File: src/rtl/pwm_multichannel_ctrl.sv
// pwm_multichannel_ctrl: N-channel PWM with double-buffered period/duty applied at period
// boundaries and an optional per-boundary duty slew limit for soft start/stop.
module pwm_multichannel_ctrl #(
   parameter int NUM_CH     = 3,
   parameter int CH_W       = 2,
   parameter int CNT_W      = 16,
   parameter int DEF_PERIOD = 10,
   parameter int RAMP_STEP  = 0
) (
   input  logic              clk,
   input  logic              rst_n,
   input  logic              enable_i,
   input  logic              wr_en_i,
   input  logic [CH_W-1:0]   wr_ch_i,
   input  logic [CNT_W-1:0]  wr_period_i,
   input  logic [CNT_W-1:0]  wr_duty_i,
   output logic              wr_err_o,
   output logic [NUM_CH-1:0] pwm_out_o,
   output logic [NUM_CH-1:0] period_start_o
);
   localparam int               CH_W1    = CH_W + 1;
   localparam int               CNT_W1   = CNT_W + 1;
   localparam logic [CH_W:0]    NUM_CH_L = CH_W1'(NUM_CH);
   localparam logic [CNT_W:0]   STEP     = CNT_W1'(RAMP_STEP);
   localparam logic [CNT_W-1:0] DEF_P    = CNT_W'(DEF_PERIOD);

   logic run_q, wr_err_q, bad_ch;

   assign bad_ch   = {1'b0, wr_ch_i} >= NUM_CH_L;
   assign wr_err_o = wr_err_q;

   // run_q low means the previous edge was disabled, so the next enabled edge starts a fresh period
   always_ff @(posedge clk or negedge rst_n)
      if (!rst_n) begin
         run_q    <= 1'b0;
         wr_err_q <= 1'b0;
      end else begin
         run_q    <= enable_i;
         wr_err_q <= wr_en_i & bad_ch;
      end

   for (genvar c = 0; c < NUM_CH; c++) begin : g_ch
      logic [CNT_W-1:0] cnt_q, cnt_d, act_period_q, act_period_d, act_duty_q, act_duty_d;
      logic [CNT_W-1:0] pend_period_q, pend_period_d, pend_duty_q, pend_duty_d, ramped;
      logic [CNT_W:0]   up, dn;
      logic             pwm_q, pwm_d, start_q, start_d, boundary, wr_hit;

      always_comb begin
         wr_hit        = wr_en_i & ~bad_ch & (wr_ch_i == CH_W'(c));
         boundary      = ~enable_i | ~run_q | (act_period_q == '0) | (cnt_q == act_period_q - 1'b1);
         up            = {1'b0, act_duty_q} + STEP;
         dn            = ({1'b0, act_duty_q} >= STEP) ? {1'b0, act_duty_q} - STEP : '0;
         // clamping against the target prevents overshoot and also bounds the sum below 2**CNT_W
         ramped        = (STEP == '0 || !enable_i) ? pend_duty_q
                       : (pend_duty_q > act_duty_q) ? ((up > {1'b0, pend_duty_q}) ? pend_duty_q : up[CNT_W-1:0])
                       : ((dn < {1'b0, pend_duty_q}) ? pend_duty_q : dn[CNT_W-1:0]);
         cnt_d         = boundary ? '0 : cnt_q + 1'b1;
         act_period_d  = boundary ? pend_period_q : act_period_q;
         act_duty_d    = boundary ? ramped : act_duty_q;
         pend_period_d = wr_hit ? wr_period_i : pend_period_q;
         pend_duty_d   = wr_hit ? wr_duty_i : pend_duty_q;
         start_d       = boundary & enable_i & (act_period_d != '0);
         pwm_d         = enable_i & (act_period_d != '0) & (cnt_d < act_duty_d);
      end

      always_ff @(posedge clk or negedge rst_n)
         if (!rst_n) begin
            cnt_q         <= '0;
            act_period_q  <= '0;
            act_duty_q    <= '0;
            pend_period_q <= DEF_P;
            pend_duty_q   <= '0;
            pwm_q         <= 1'b0;
            start_q       <= 1'b0;
         end else begin
            cnt_q         <= cnt_d;
            act_period_q  <= act_period_d;
            act_duty_q    <= act_duty_d;
            pend_period_q <= pend_period_d;
            pend_duty_q   <= pend_duty_d;
            pwm_q         <= pwm_d;
            start_q       <= start_d;
         end

      assign pwm_out_o[c]      = pwm_q;
      assign period_start_o[c] = start_q;
   end
endmodule

File: config.mk
export PLATFORM = sky130hd
export DESIGN_NAME = pwm_multichannel_ctrl
export DESIGN_NICKNAME = d
export VERILOG_FILES = /design/src/rtl/pwm_multichannel_ctrl.sv
export SDC_FILE = /design/constraint.sdc
export NUM_CORES = 1
export LEC_CHECK = 0
export CORE_ASPECT_RATIO = 0.75
export CORE_UTILIZATION = 50
export CTS_BUF_LIST = sky130_fd_sc_hd__clkbuf_8
export CTS_CLUSTER_DIAMETER = 50
export DETAILED_ROUTE_END_ITERATION = 7
export GPL_ROUTABILITY_DRIVEN = 0
export PLACE_DENSITY = 0.69
export SLEW_MARGIN = 20
export SYNTH_ARGS = -nofsm -noshare
export SYNTH_HDL_FRONTEND = slang
export SYNTH_SLANG_ARGS = --single-unit
File: constraint.sdc
create_clock -name clk -period 5.8 [get_ports clk]
set_input_delay 1.16 -clock clk [delete_from_list [all_inputs] [get_ports clk]]
set_output_delay 1.16 -clock clk [all_outputs]
set_load 0.03 [all_outputs]
==> results.json <==
{
  "finish.net_count": 1271,
  "synth.ff_latch_count": 248,
  "hold_viol_final": 0,
  "leakage_nw": 6.43,
  "cp-end-kind": "register",
  "routed_length_per_placed_instance_um": 19.4,
  "grt_max_degree": 127,
  "synth_to_layout_area_growth_pct": 12.1,
  "clk_transition_reported_paths_ns": 0.06,
  "drt-initial-drc-count": 630,
  "via_count": 8783,
  "reg2reg_setup_slack_ns": 0.60,
  "hold_buffers": 0,
  "crit_fanout": 21,
  "cts_setup_buffers": 0,
  "fin_tns_setup_ns": 0,
  "min-delay-path-class": "register to register",
  "rsz_0062_raised_after_global_routing": "false",
  "clock_latency_ns": 0.57,
  "placed_cell_count": 1467,
  "postSynthCellCount": 1129,
  "die_h_um": 140,
  "numClockSinks": 248,
  "worst_path_max_delay_cell": "nor4_1",
  "worst_ep_required_time_ns": 6.23,
  "asyncSetResetFlopFracSynth": 1.00,
  "place.detailed.hpwl_um": 21800,
  "finalClockSkew_ns": 0.0389,
  "cts_made_buffers": 41,
  "run_status": "complete, no violations",
  "synth_largest_area_cell": "dfrtp_1",
  "synthDominantCellAreaShare": 0.480,
  "detailedRoute.firstPassIterationCount": 5,
  "post-route-drc-count": 0,
  "clock_path_buffers": 3,
  "top_layer_used": "met4",
  "timing.final.crit_share": 0.896,
  "routedLengthMet1_um": 15100,
  "antenna-diode-count": 0,
  "cts_repair_resize_count": 0,
  "grt_pass1_vias": 8566,
  "fmaxAchievable_mhz": 192,
  "power-per-cell-area_nw_per_um2": 325,
  "edff_count_synth": 0,
  "number_of_standard_cells_in_the_layout_taps_in_and_fillers_out": 1540,
  "tritoncts_clock_tree": "yes",
  "grt_antenna_before_repair": 0,
  "starting_density_of_the_core": 0.517,
  "met3_routed_wirelength_um": 1720,
  "total_global_route_track_usage": 0.243,
  "fp.dieArea_um2": 25900,
  "met2_wirelength_um": 12600,
  "synth_sequential_area_ratio": 0.492,
  "port_buffers": 44,
  "detail-route-antenna-nets": 0,
  "maxSlewViolCount": 0,
  "mappedNetlistNets": 1221,
  "number_of_library_cell_types_mapped_by_synthesis": 64,
  "worst-setup-path-type": "register to register",
  "synth_top_cells_by_count": "dfrtp_1 (242), mux2_2 (128), nand2_1 (81)",
  "grt_first_pass_wirelength_um": 48300,
  "die_w_um": 185,
  "netlist_top_cells_area": "dfrtp_1 (48%), mux2_2 (11%), ha_1 (5.4%), xor2_1 (3.5%), mux2i_1 (3.3%)",
  "vdd_ir_drop_max_v": 0.000220,
  "pin_count": 45,
  "arrival_ns": 5.62,
  "synthesis.area_um2": 12600,
  "max_cap_viol_count": 0,
  "core_area_um2": 24400,
  "cp_slowest_stage_delay_ns": 0.87,
  "setup_viol": 0,
  "yosysMostFrequentCell": "dfrtp_1",
  "synth.yosys.warnings": 0,
  "layout.core_utilization": 0.580,
  "drt-total-wl_um": 29900,
  "routed_via_density": 5.70,
  "timing.max_slew.rel_slack": 0.355,
  "h-tree-depth": 2,
  "postSynth.topFlopCell": "dfrtp_1",
  "drive_gt1_frac": 0.184,
  "layout_min_cycle_time_ns": 5.20,
  "root_buffer": "clkbuf_8",
  "timing.critical_path.from_type": "register",
  "timing.critical_path.cells": "nor4_1 -> nand4_1 -> xnor2_1 -> a2111o_1 -> nor4_2 -> a211o_1 -> nor2_1 -> ha_1 -> nand4_1 -> or2_2 -> nor3_1 -> o31ai_1 -> nand4b_1 -> nor3_1 -> o221ai_1 -> a21oi_1",
  "overflow": 0,
  "post_synth.cell_area_avg_um2": 11.2,
  "tightest_pin_transition_ns": 0.958,
  "std_cell_rows": 49
}
-- registers in the layout, summed over array words and instances, names as in the netlist --
name                cells
g_ch.pend_period_q     48
wr_err_o                1
g_ch.pwm_q              3
run_q                   1
g_ch.pend_duty_q       48
g_ch.act_period_q      48
g_ch.act_duty_q        48
g_ch.start_q            3
g_ch.cnt_q             48
-- final timing paths --
path | endpoint | startpoint | cells after the start
setup / recovery | g_ch[1].pwm_q$_DFF_PN0_ | g_ch[1].act_period_q[3]$_DFF_PN0_ | 16
hold / removal | g_ch[1].act_duty_q[0]$_DFF_PN0_ | g_ch[1].act_duty_q[0]$_DFF_PN0_ | 2
setup reg to reg | g_ch[1].pwm_q$_DFF_PN0_ | g_ch[1].act_period_q[3]$_DFF_PN0_ | 16
hold reg to reg | g_ch[1].act_duty_q[0]$_DFF_PN0_ | g_ch[1].act_duty_q[0]$_DFF_PN0_ | 2
max in group asynchronous | g_ch[1].act_duty_q[7]$_DFF_PN0_ | rst_n | 2
min in group asynchronous | g_ch[2].pend_period_q[4]$_DFFE_PN0P_ | rst_n | 1
-- where the power goes --
part | leakage (nW) | internal (mW) | total (mW) | switching [mW]
logic | 2.94 | 0.403 | 0.822 | 0.419
registers | 3.04 | 2.01 | 2.28 | 0.272
clock network | 0.451 | 0.773 | 1.48 | 0.711
-- through the flow --
| stage | power [mW] | hold slack (ns) | instance area [um2] | worst slack [ns] |
|---|---|---|---|---|
| floorplan | 2.83 | 0.439 | 12600 | 1.75 |
| global placement | 3.10 | 0.453 | 13300 | 0.827 |
| detailed placement | 3.13 | 0.473 | 13300 | 0.749 |
| CTS | 4.63 | 0.486 | 14100 | 0.703 |
| global route | 4.84 | 0.500 | 14100 | 0.353 |
| finish | 4.59 | 0.484 | 14100 | 0.602 |
-- critical path, delay by kind of cell, from the launching register on --
family | cells | cell delay [ns]
adder cells (fa/ha/maj) | 1 | 0.34
AO/OA/AOI/OAI | 5 | 1.29
AND/OR/NAND/NOR | 9 | 2.72
flip-flops | 1 | 0.49
XOR/XNOR | 1 | 0.23
-- metal layers --
metal,global-route usage,vias up
li1,-,4105
met1,0.387,4386
met2,0.339,256
met3,0.0414,36
met4,0.0626,0
met5,0,-
-- cell type report --
| class | instances | area, um2 |
|---|---|---|
| Timing Repair Buffer | 57 | 543 |
| Inverter | 59 | 221 |
| Clock buffer | 49 | 674 |
| Fill cell | 2094 | 10300 |
| Sequential cell | 248 | 6210 |
| Clock inverter | 24 | 124 |
| Multi-Input combinational cell | 772 | 5960 |
| Tap cell | 331 | 414 |
-- placed cells by master, fill, tap and decap left out, types with 7 or more instances in the layout --
cell | netlist | final
dfrtp_1 | 242 | 242
mux2_2 | 128 | 128
nand2_1 | 81 | 80
inv_1 | 59 | 74
nor2_1 | 68 | 68
ha_1 | 54 | 54
xor2_1 | 51 | 51
clkbuf_8 | 0 | 49
xnor2_1 | 48 | 48
clkdlybuf4s50_1 | 0 | 43
mux2i_1 | 42 | 42
nand3_1 | 32 | 32
nor4_1 | 28 | 28
o21ai_0 | 25 | 25
a21oi_1 | 23 | 23
nand4_1 | 23 | 23
nor3_1 | 20 | 20
and3_1 | 17 | 17
buf_4 | 14 | 13
nor2b_1 | 12 | 12
nand2b_1 | 10 | 10
a21o_1 | 9 | 9
a31oi_1 | 7 | 7
a2111oi_0 | 7 | 7
-- logic make-up (layout without fill, tap and decap cells) --
| logic type | count (synthesis) | after routing | synth area share |
|---|---|---|---|
| AO/OA/AOI/OAI | 112 | 112 | 0.0611 |
| XOR/XNOR | 99 | 99 | 0.0687 |
| adder cells (fa/ha/maj) | 54 | 54 | 0.0535 |
| buffers and inverters | 109 | 189 | 0.0377 |
| flip-flops | 248 | 248 | 0.492 |
| multiplexers | 170 | 170 | 0.147 |
| AND/OR/NAND/NOR | 337 | 337 | 0.139 |
Note: power is estimated with default switching activity, not from simulation.
